## src/rtl/rv_serial_io.sv

```systemverilog
// rv_serial_io: memory-mapped 8N1 debug UART (inverted-polarity pins) with status/control regs and irq.
// Build option SIO_FIFO_EN: FIFO_DEPTH-entry TX/RX FIFOs; when undefined each side is a one-byte holding register.

module sio_fifo #(
  parameter int DEPTH = 16
) (
  input  logic       clk,
  input  logic       rst_n,
  input  logic       push,
  input  logic [7:0] wdata,
  input  logic       pop,
  output logic [7:0] rdata,
  output logic       empty,
  output logic       full
);
  localparam int AW = (DEPTH > 1) ? $clog2(DEPTH) : 1;
  localparam logic [AW-1:0] LAST_PTR = AW'(DEPTH - 1);
  localparam logic [AW:0]   FULL_CNT = (AW + 1)'(DEPTH);

  logic [7:0]    mem_q [2**AW];
  logic [AW-1:0] wr_ptr_q, wr_ptr_d, rd_ptr_q, rd_ptr_d;
  logic [AW:0]   count_q, count_d;
  logic          do_push, do_pop;

  assign empty   = (count_q == '0);
  assign full    = (count_q == FULL_CNT);
  assign do_pop  = pop && !empty;
  // A pop frees a slot in the same cycle, so a full FIFO still accepts a push alongside it.
  assign do_push = push && (!full || do_pop);
  assign rdata   = mem_q[rd_ptr_q];

  always_comb begin
    // NOTE: combinational logic uses blocking '=' so later statements see earlier results.
    // NOTE: every output gets a default first, so no path leaves a value held and no latch is inferred.
    wr_ptr_d = wr_ptr_q;
    rd_ptr_d = rd_ptr_q;
    count_d  = count_q;
    if (do_push) wr_ptr_d = (wr_ptr_q == LAST_PTR) ? '0 : wr_ptr_q + 1'b1;
    if (do_pop)  rd_ptr_d = (rd_ptr_q == LAST_PTR) ? '0 : rd_ptr_q + 1'b1;
    case ({do_push, do_pop})
      2'b10:   count_d = count_q + 1'b1;
      2'b01:   count_d = count_q - 1'b1;
      default: ;
    endcase
  end

  // NOTE: sequential state uses non-blocking '<=' so all flops sample pre-edge values.
  always_ff @(posedge clk or negedge rst_n) begin
    if (!rst_n) begin
      wr_ptr_q <= '0;
      rd_ptr_q <= '0;
      count_q  <= '0;
    end else begin
      wr_ptr_q <= wr_ptr_d;
      rd_ptr_q <= rd_ptr_d;
      count_q  <= count_d;
    end
  end

  // NOTE: the storage array is not reset; count_q alone decides which entries are valid.
  always_ff @(posedge clk) begin
    if (do_push) mem_q[wr_ptr_q] <= wdata;
  end
endmodule

module rv_serial_io #(
  parameter int          FIFO_DEPTH  = 16,
  parameter logic [15:0] DEFAULT_DIV = 16'd867
) (
  input  logic        clk,
  input  logic        xreset,
  input  logic [4:0]  adr,
  input  logic        cs,
  input  logic        rdy,
  input  logic [3:0]  we,
  input  logic        re,
  input  logic [31:0] dw,
  output logic [31:0] dr,
  output logic        irq,
  output logic        txd,
  input  logic        rxd,
  input  logic        dsr,
  output logic        dtr,
  output logic        txen
);
`ifdef SIO_FIFO_EN
  localparam int DEPTH = FIFO_DEPTH;
`else
  localparam int DEPTH = FIFO_DEPTH / FIFO_DEPTH;
`endif

  typedef enum logic {TX_IDLE, TX_SHIFT} tx_state_e;
  typedef enum logic [1:0] {RX_IDLE, RX_START, RX_DATA, RX_STOP} rx_state_e;

  logic        wr_en, rd_en;
  logic [2:0]  reg_sel;
  logic [31:0] status;
  logic        tx_idle;

  logic [2:0]  ctrl_q, ctrl_d;
  logic [15:0] div_q, div_d;
  logic        ovr_q, ovr_d, ferr_q, ferr_d;
  logic [31:0] dr_q, dr_d;
  logic        irq_q, irq_d;
  logic        rx_meta_q, rx_sync_q, dsr_meta_q, dsr_sync_q;

  tx_state_e   tx_state_q, tx_state_d;
  logic [8:0]  tx_sr_q, tx_sr_d;
  logic [3:0]  tx_bits_q, tx_bits_d;
  logic [15:0] tx_cnt_q, tx_cnt_d;
  logic        txd_q, txd_d, txen_q, txen_d;
  logic        tx_push, tx_pop, tx_empty, tx_full, tx_start;
  logic [7:0]  tx_rdata;

  rx_state_e   rx_state_q, rx_state_d;
  logic [7:0]  rx_sr_q, rx_sr_d;
  logic [2:0]  rx_bits_q, rx_bits_d;
  logic [15:0] rx_cnt_q, rx_cnt_d;
  logic [16:0] rx_half;
  logic        rx_push, rx_pop, rx_empty, rx_full, rx_ovr_evt, rx_ferr_evt;
  logic [7:0]  rx_rdata;
  logic        unused_bits;

  assign wr_en       = cs && rdy && (we != 4'b0);
  assign rd_en       = cs && rdy && re;
  assign reg_sel     = adr[4:2];
  assign tx_push     = wr_en && (reg_sel == 3'd0);
  assign rx_pop      = rd_en && (reg_sel == 3'd0) && !rx_empty;
  assign tx_idle     = tx_empty && (tx_state_q == TX_IDLE);
  assign status      = {26'b0, dsr_sync_q, ferr_q, ovr_q, tx_idle, tx_full, !rx_empty};
  assign rx_half     = ({1'b0, div_q} + 17'd1) >> 1;
  assign unused_bits = ^{dw[31:16], adr[1:0]};

  sio_fifo #(.DEPTH(DEPTH)) u_tx_fifo (
    .clk(clk), .rst_n(xreset), .push(tx_push), .wdata(dw[7:0]), .pop(tx_pop),
    .rdata(tx_rdata), .empty(tx_empty), .full(tx_full)
  );

  sio_fifo #(.DEPTH(DEPTH)) u_rx_fifo (
    .clk(clk), .rst_n(xreset), .push(rx_push), .wdata(rx_sr_q), .pop(rx_pop),
    .rdata(rx_rdata), .empty(rx_empty), .full(rx_full)
  );

  // Register file, read mux and interrupt; sticky flags favour a new event over a same-cycle clear.
  always_comb begin
    ctrl_d = ctrl_q;
    div_d  = div_q;
    ovr_d  = ovr_q;
    ferr_d = ferr_q;
    if (wr_en) begin
      case (reg_sel)
        3'd1: begin
          ovr_d  = 1'b0;
          ferr_d = 1'b0;
        end
        3'd2:    ctrl_d = dw[2:0];
        3'd3:    div_d  = dw[15:0];
        default: ;
      endcase
    end
    if (rx_ovr_evt)  ovr_d  = 1'b1;
    if (rx_ferr_evt) ferr_d = 1'b1;

    dr_d = '0;
    if (rd_en) begin
      case (reg_sel)
        3'd0:    dr_d = rx_empty ? 32'h0 : {24'b0, rx_rdata};
        3'd1:    dr_d = status;
        3'd2:    dr_d = {29'b0, ctrl_q};
        3'd3:    dr_d = {16'b0, div_q};
        default: dr_d = '0;
      endcase
    end
    irq_d = (ctrl_q[0] && !rx_empty) || (ctrl_q[1] && tx_idle);
  end

  // Transmitter: the bit counter reloads from div_q at each bit boundary, so DIV changes land there.
  always_comb begin
    tx_state_d = tx_state_q;
    tx_sr_d    = tx_sr_q;
    tx_bits_d  = tx_bits_q;
    tx_cnt_d   = tx_cnt_q;
    txd_d      = txd_q;
    txen_d     = txen_q;
    tx_start   = 1'b0;
    case (tx_state_q)
      TX_IDLE: tx_start = !tx_empty;
      TX_SHIFT: begin
        if (tx_cnt_q != 16'd0) begin
          tx_cnt_d = tx_cnt_q - 16'd1;
        end else if (tx_bits_q != 4'd0) begin
          txd_d     = tx_sr_q[0];
          tx_sr_d   = {1'b0, tx_sr_q[8:1]};
          tx_bits_d = tx_bits_q - 4'd1;
          tx_cnt_d  = div_q;
        end else if (!tx_empty) begin
          tx_start = 1'b1;
        end else begin
          tx_state_d = TX_IDLE;
          txd_d      = 1'b0;
          txen_d     = 1'b0;
        end
      end
      default: tx_state_d = TX_IDLE;
    endcase
    tx_pop = tx_start;
    if (tx_start) begin
      tx_state_d = TX_SHIFT;
      txd_d      = 1'b1;
      txen_d     = 1'b1;
      tx_sr_d    = {1'b0, ~tx_rdata};
      tx_bits_d  = 4'd9;
      tx_cnt_d   = div_q;
    end
  end

  // Receiver: rx_sync_q is the synchronized inverted line, so 1 means start bit / logic 0.
  always_comb begin
    rx_state_d  = rx_state_q;
    rx_sr_d     = rx_sr_q;
    rx_bits_d   = rx_bits_q;
    rx_cnt_d    = rx_cnt_q;
    rx_push     = 1'b0;
    rx_ovr_evt  = 1'b0;
    rx_ferr_evt = 1'b0;
    case (rx_state_q)
      RX_IDLE: begin
        if (rx_sync_q) begin
          rx_state_d = RX_START;
          rx_cnt_d   = (rx_half == 17'd0) ? 16'd0 : 16'(rx_half - 17'd1);
        end
      end
      RX_START: begin
        if (rx_cnt_q != 16'd0) begin
          rx_cnt_d = rx_cnt_q - 16'd1;
        end else if (rx_sync_q) begin
          rx_state_d = RX_DATA;
          rx_cnt_d   = div_q;
          rx_bits_d  = 3'd0;
        end else begin
          rx_state_d = RX_IDLE;
        end
      end
      RX_DATA: begin
        if (rx_cnt_q != 16'd0) begin
          rx_cnt_d = rx_cnt_q - 16'd1;
        end else begin
          rx_sr_d  = {~rx_sync_q, rx_sr_q[7:1]};
          rx_cnt_d = div_q;
          if (rx_bits_q == 3'd7) rx_state_d = RX_STOP;
          else                   rx_bits_d  = rx_bits_q + 3'd1;
        end
      end
      RX_STOP: begin
        if (rx_cnt_q != 16'd0) begin
          rx_cnt_d = rx_cnt_q - 16'd1;
        end else begin
          rx_state_d = RX_IDLE;
          if (rx_sync_q) begin
            rx_ferr_evt = 1'b1;
          end else begin
            rx_push    = 1'b1;
            rx_ovr_evt = rx_full && !rx_pop;
          end
        end
      end
      default: rx_state_d = RX_IDLE;
    endcase
  end

  always_ff @(posedge clk or negedge xreset) begin
    if (!xreset) begin
      ctrl_q     <= '0;
      div_q      <= DEFAULT_DIV;
      ovr_q      <= 1'b0;
      ferr_q     <= 1'b0;
      dr_q       <= '0;
      irq_q      <= 1'b0;
      rx_meta_q  <= 1'b0;
      rx_sync_q  <= 1'b0;
      dsr_meta_q <= 1'b0;
      dsr_sync_q <= 1'b0;
      tx_state_q <= TX_IDLE;
      tx_sr_q    <= '0;
      tx_bits_q  <= '0;
      tx_cnt_q   <= '0;
      txd_q      <= 1'b0;
      txen_q     <= 1'b0;
      rx_state_q <= RX_IDLE;
      rx_sr_q    <= '0;
      rx_bits_q  <= '0;
      rx_cnt_q   <= '0;
    end else begin
      ctrl_q     <= ctrl_d;
      div_q      <= div_d;
      ovr_q      <= ovr_d;
      ferr_q     <= ferr_d;
      dr_q       <= dr_d;
      irq_q      <= irq_d;
      rx_meta_q  <= rxd;
      rx_sync_q  <= rx_meta_q;
      dsr_meta_q <= dsr;
      dsr_sync_q <= dsr_meta_q;
      tx_state_q <= tx_state_d;
      tx_sr_q    <= tx_sr_d;
      tx_bits_q  <= tx_bits_d;
      tx_cnt_q   <= tx_cnt_d;
      txd_q      <= txd_d;
      txen_q     <= txen_d;
      rx_state_q <= rx_state_d;
      rx_sr_q    <= rx_sr_d;
      rx_bits_q  <= rx_bits_d;
      rx_cnt_q   <= rx_cnt_d;
    end
  end

  assign dr   = dr_q;
  assign irq  = irq_q;
  assign txd  = txd_q;
  assign txen = txen_q;
  assign dtr  = ctrl_q[2];
endmodule

```

## config.mk

```make
export PLATFORM = sky130hd
export DESIGN_NAME = rv_serial_io
export DESIGN_NICKNAME = d
export VERILOG_FILES = /design/src/rtl/rv_serial_io.sv
export SDC_FILE = /design/constraint.sdc
export NUM_CORES = 1
export LEC_CHECK = 0
export ABC_AREA = 1
export CAP_MARGIN = 20
export CORE_ASPECT_RATIO = 0.8
export CORE_MARGIN = 4
export CORE_UTILIZATION = 40
export DETAILED_ROUTE_END_ITERATION = 6
export GPL_TIMING_DRIVEN = 1
export PLACE_DENSITY_LB_ADDON = 0.1
export SLEW_MARGIN = 0
export SYNTH_ARGS = -nofsm -noshare
export SYNTH_HDL_FRONTEND = slang
export SYNTH_SLANG_ARGS = --single-unit
```

## constraint.sdc

```tcl
create_clock -name clk -period 3.7 [get_ports clk]
set_input_delay 1.11 -clock clk [delete_from_list [all_inputs] [get_ports clk]]
set_output_delay 1.11 -clock clk [all_outputs]
set_load 0.01 [all_outputs]
```

Word level (Yosys, flattened, before mapping)
Memories as Yosys holds them, arrays and structs flattened.
Index checks and enable logic that the tools add are counted.
{"block": "word_totals", "reg_bits": 127, "output_inout_bits": 36, "in_bits": 48, "mem_count": 2, "elab_cells": 199, "ram_bits": 32}
{"block": "op_classes", "n_addsub": 14, "n_eq_ne": 24, "n_bitwise": 4, "reduce_logical": 55, "mux": 74}
{"name": "u_rx_fifo.mem_q", "words": 2, "width": 8, "read_ports": 1, "rd_clocked_by_memory_dff": 0, "write_ports": 1, "line_no": "20", "text": "logic [7:0] mem_q [2**AW];"}
{"name": "u_tx_fifo.mem_q", "words": 2, "width": 8, "read_ports": 1, "rd_clocked_by_memory_dff": 0, "write_ports": 1, "line_no": "20"}
{"operator": "two-way mux 16 bit", "count": 11}
{"operator": "case mux 16 bit (4 select lines)", "count": 2}
{"operator": "subtractor 16 x 1 -> 16 bit, second input constant", "count": 3}
{"operator": "two-way mux 1 bit", "count": 37}
{"operator": "two-way mux 9 bit", "count": 4}
{"operator": "nonzero test 16 bit", "count": 2}
{"operator": "nonzero test 2 bit", "count": 10}
{"operator": "adder 16 x 1 -> 17 bit, second input constant", "count": 1}
{"operator": "logical NOT 17 bit", "count": 1}
{"operator": "two-way mux 4 bit", "count": 4}
{"operator": "!= test 2 bit, second input constant", "count": 8}
{"operator": "logical AND 1 bit", "count": 14}
{"operator": "two-way mux 2 bit", "count": 6}
{"operator": "two-way mux 3 bit", "count": 4}
{"operator": "AND reduction 2 bit", "count": 6}
{"operator": "equality test 2 x 1 -> 1 bit, second input constant", "count": 5}
{"operator": "AND reduction 5 bit", "count": 2}
{"operator": "AND reduction 3 bit", "count": 3}
{"operator": "equality test 2 bit, second input constant", "count": 4}
{"operator": "two-way mux 8 bit", "count": 1}
{"operator": "NOT 8 bit", "count": 1}
{"operator": "case mux 2 bit (2 select lines)", "count": 2}
{"operator": "case mux 2 bit (4 select lines)", "count": 1}
{"operator": "nonzero test 4 bit", "count": 2}
{"operator": "other kinds (19)", "count": 37}

Logic depth before layout (Yosys ltp)
{"block": "logic_depth", "ltp_word": 11, "mapped_depth": 15, "depth_no_buf": 15}

Hierarchy
Synthesis repeated with hierarchy kept, for this count alone.
{"block": "unflattened", "cells_unflattened": 878, "hier_area_um2": 6988.0}
{"mod": "rv_serial_io", "area_per_inst_um2": 6177.2, "seq_area_each_um2": 2560.0, "instances": 1, "cells_per_inst": 818}
{"mod": "sio_fifo", "area_per_inst_um2": 405.4, "seq_area_each_um2": 290.3, "instances": 2, "cells_per_inst": 30}

Worst setup path before layout
OpenSTA, ideal clock, no wires.
{"block": "synth_timing", "path_kind": "input port to flip-flop", "start": "input we[1]", "end": "register u_tx_fifo.count_q[1]", "t_arrival_ps": 2265, "setup_ps": 127, "n_path_buf": 0, "setup_slack_ps": 1308, "cell_stages": 7, "t_required_ps": 3573, "cell_sequence": "or4_1 > nand2_1 > inv_1 > nand3_1 > ha_1 > nand2_1 > o21ai_0"}
{"block": "synth_between", "elab_chain_cells": 6, "elab_cells_between_ends": 8, "cone_classes": "2 x eq/ne; 1 x mux; 5 x reduce/logical"}
{"element": "from (decl)", "line_no": "75", "text": "input logic [3:0] we,"}
{"element": "nonzero test 4 bit *", "line_no": "124", "text": "assign wr_en = cs && rdy && (we != 4'b0);"}
{"element": "logical AND 1 bit *", "line_no": "124"}
{"element": "logical AND 1 bit *", "line_no": "127", "text": "assign tx_push = wr_en && (reg_sel == 3'd0);"}
{"element": "logical AND 1 bit *", "line_no": "29", "text": "assign do_push = push && (!full || do_pop);"}
{"element": "equality test 2 x 1 -> 1 bit or equality test 2 bit (tied branches)", "line_no": "40", "text": "case ({do_push, do_pop})"}
{"element": "case mux 2 bit (2 select lines) or nonzero test 2 bit (tied branches)"}
{"element": "to (signal assigned)", "line_no": "56", "text": "count_q <= count_d;"}
{"element": "to (decl)", "line_no": "22", "text": "logic [AW:0] count_q, count_d;"}
Every way passes the cells marked *; elsewhere a longest branch is shown, timed or not.
A chain may end at the register's enable or synchronous reset.

Worst setup path after layout
{"block": "layout_timing", "start": "register tx_bits_q[0]", "end": "register tx_sr_q[3]"}
{"block": "layout_between", "elab_chain_cells": 6, "elab_cells_between_ends": 9, "cone_classes": "1 x eq/ne; 4 x mux; 4 x reduce/logical"}
{"element": "from (decl)", "line_no": "109", "text": "logic [3:0] tx_bits_q, tx_bits_d;"}
{"element": "from (signal assigned)", "line_no": "306", "text": "tx_bits_q <= tx_bits_d;"}
{"element": "nonzero test 4 bit *", "line_no": "191", "text": "end else if (tx_bits_q != 4'd0) begin"}
{"element": "two-way mux 1 bit", "line_no": "191"}
{"element": "two-way mux 1 bit", "line_no": "189", "text": "if (tx_cnt_q != 16'd0) begin"}
{"element": "case mux 1 bit (2 select lines)", "line_no": "186", "text": "case (tx_state_q)"}
{"element": "!= test 2 x 1 -> 1 bit (no source line) or nonzero test 2 bit (tied branches)"}
{"element": "AND reduction 3 bit (no source line)"}
{"element": "to (signal assigned)", "line_no": "305", "text": "tx_sr_q <= tx_sr_d;"}
{"element": "to (decl)", "line_no": "108", "text": "logic [8:0] tx_sr_q, tx_sr_d;"}
Marks and branches as above.

==> results.yml <==
global_route:
  track_usage: 0.194
  grt_pass1_wl_um: 30400
  gr-total-overflow: 0
  grt_max_degree: 47
  antenna_found_initial: 0
  grt_pass1_vias: 5587
clock_network:
  cts_tree: "done"
  cts_resized: 0
  cts_root_buf: "clkbuf_16"
  clk_latency_ns: 0.42
  numClockSinks: 122
  h-tree-depth: 4
  cts_buffers: 17
  cts_hold_buf: 0
  cts_buffer_depth: 2
  path_clk_slew_ns: 0.06
  postCtsSetupBuffers: 0
synth:
  ys_warn_count: 0
  synthArstFlopShare: 0.869
  synth-compound-area-share: 0.116
  synth_fa_ha_area_frac: 0.0347
  synth_cell_types: 42
  synth_flop_cell: "dfrtp_1"
  ys_ff_latch: 122
  synth-xor-area-share: 0.0377
  syn-instance-count: 926
  synthMuxAreaShare: 0.0141
  syn_area_um2: 7200
  ys_seq_area_frac: 0.436
  avgSynthCellArea_um2: 7.78
  synth-simple-area-share: 0.278
  synth_edf_count: 16
  synth_top_family_by_area: "simple AND/OR/NAND/NOR gates"
sta:
  rsz0062_at_grt: "false"
  setup_tns_ns: 0
  setup_viol: 0
  final_hold_viol_count: 0
  fmax_ghz: 0.370
  worstMarginPinSlew_ns: 0.632
  fin_skew_ns: 0.00668
  relSlewSlack: 0.578
  finalCriticalPeriod_ns: 2.70
  timing.final.crit_share: 0.730
  slew_violations: 0
floorplanning:
  die_area_um2: 20200
  die_w_um: 158
  start_util: 0.412
  dieHeight_um: 128
  core_um2: 17500
  fp-row-count: 43
  boundaryPins: 84
critical_path:
  crit_arrival_ns: 3.06
  path_max_fanout: 17
  startpoint_type: "register"
  end_kind: "register"
  cp_data_required_time_ns: 4.06
  path_class: "register to register"
detailed_routing:
  wl_um: 18800
  wl_per_cell_um: 15.5
  vias: 6106
  drt_pre_antenna_iters: 5
  viasPerCell: 5.02
  drt_iter0_drc: 434
  drt_drc_violations_left: 0
  final_antenna_net_count: 0
layout:
  multiInputGateArea_um2: 3520
  drive_above_1_share: 0.108
  final_area_um2: 8460
  nFillCells: 1733
  fin_cells: 1217
  fin_nets: 1047
  ff_latch_area_um2: 3140
  diodes: 0
  area_growth_pct: 17.4
placement:
  placed_cell_area_um2: 7860
  io_buffer_count: 49
  gp_congestion: 0.875
  dp_hpwl_um: 14000
  dp_cells: 1185
run_status:
  status: "finished, final reports clean"
hold_path:
  worstHoldPathType: "register to register"
pwr:
  p_per_area_nw_per_um2: 689
  ir_worst_vdd_mv: 0.316
  p_leak_nw: 3.92
  fin_total_pwr_mw: 5.83
job:
  cap_violations: 0
## per-stage QoR
step	utilization	hold WS [ns]	setup slack, ns
final	0.484	0.349	0.998
after global placement	0.450	0.336	0.634
after floorplan	-	0.331	1.31
after CTS	0.484	0.350	1.01
after detailed placement	0.450	0.336	0.555
after global routing	0.484	0.361	0.637
## layer usage
| layer | track usage | routed length, um | vias to the layer above |
|---|---|---|---|
| li1 | - | - | 3089 |
| met1 | 0.311 | 9820 | 2806 |
| met2 | 0.260 | 7500 | 191 |
| met3 | 0.0415 | 1270 | 20 |
| met4 | 0.0517 | 223 | 0 |
| met5 | 0 | 0 | - |
## cells by family after synthesis
family,count (synthesis)
buf+inv,134
xor+xnor,31
fa+ha+maj,20
compound gates,150
flops,122
other cells,1
mux,9
simple gates,459
## power breakdown
| part | switching, mW | total, mW | internal [mW] |
|---|---|---|---|
| sequential | 0.341 | 2.04 | 1.70 |
| clock | 0.680 | 1.68 | 0.998 |
| combinational | 1.32 | 2.11 | 0.792 |
## registers in the layout, indices dropped and copies added, names as in the netlist, 3 cells and up, named ones only
signal and count:
rx_sr_q 8, tx_sr_q 8, div_q 16, rx_cnt_q 16, u_tx_fifo.mem_q 8, u_rx_fifo.mem_q 8, ctrl_q 3, tx_cnt_q 16
dr 16, rx_bits_q 3, tx_bits_q 4
## cell usage in the layout (no fill, tap or decap), types with 20 or more instances in the layout
| cell type | instances |
|---|---|
| nand3_1 | 50 |
| a21oi_1 | 38 |
| nor2_1 | 95 |
| o21ai_0 | 81 |
| nand2_1 | 241 |
| clkdlybuf4s50_1 | 48 |
| ha_1 | 20 |
| inv_1 | 91 |
| dfrtp_1 | 100 |
## path summary, 6_finish.rpt
kind | from | to | slack (ns) | cells past startpoint
max in group asynchronous | xreset | div_q[1] | 2.19 | 2
worst max register to register | tx_bits_q[0] | tx_sr_q[3] | 1.0 | 13
worst max-delay path | tx_bits_q[0] | tx_sr_q[3] | 1.0 | 13
min in group asynchronous | xreset | tx_bits_q[2] | 0.69 | 1
worst min register to register | rx_meta_q | rx_sync_q | 0.35 | 0
worst min-delay path | rx_meta_q | rx_sync_q | 0.35 | 0
## layout make-up
class	count	area share
Clock inverter	13	0.0155
Timing Repair Buffer	56	0.0654
Inverter	97	0.0430
Multi-Input combinational cell	685	0.417
Tap cell	225	0.0333
Clock buffer	19	0.0549
Sequential cell	122	0.371
## critical path, stage by stage (launching register included)
cell and delay (ns):
dfrtp_1 0.39, inv_1 0.08, ha_1 0.17, nor3b_1 0.50, nand4_1 0.25, nand2_1 0.13
nand2_1 0.09, nand2_2 0.09, inv_2 0.12, nor2_2 0.14, nand2_2 0.23, inv_1 0.30
nand2_1 0.09, nand2_1 0.07
## Yosys cell counts, types with 2 or more instances
cell / number / share of area
dfrtp_1: 100 / 0.35
nor2_1: 96 / 0.050
nor2_2: 9 / 0.0078
inv_1: 91 / 0.047
nor3_1: 14 / 0.0097
nand4_1: 17 / 0.015
xor2_1: 18 / 0.022
nand3_1: 50 / 0.035
mux2_2: 9 / 0.014
inv_2: 5 / 0.0026
buf_2: 4 / 0.0028
nand2_1: 241 / 0.13
o21ai_1: 3 / 0.0021
a22oi_1: 4 / 0.0042
ha_1: 20 / 0.035
buf_6: 2 / 0.0031
edfxtp_1: 16 / 0.067
nor2_4: 6 / 0.0094
nand2_2: 16 / 0.014
nand3b_1: 2 / 0.0021
a21oi_2: 10 / 0.012
a221oi_1: 4 / 0.0049
o21ai_0: 81 / 0.056
buf_4: 18 / 0.019
a21oi_1: 38 / 0.026
dfstp_2: 6 / 0.022
o211ai_1: 7 / 0.0073
nand3_2: 2 / 0.0028
clkbuf_1: 12 / 0.0063
xnor2_1: 13 / 0.016
Power figures use the tool's default switching activity.
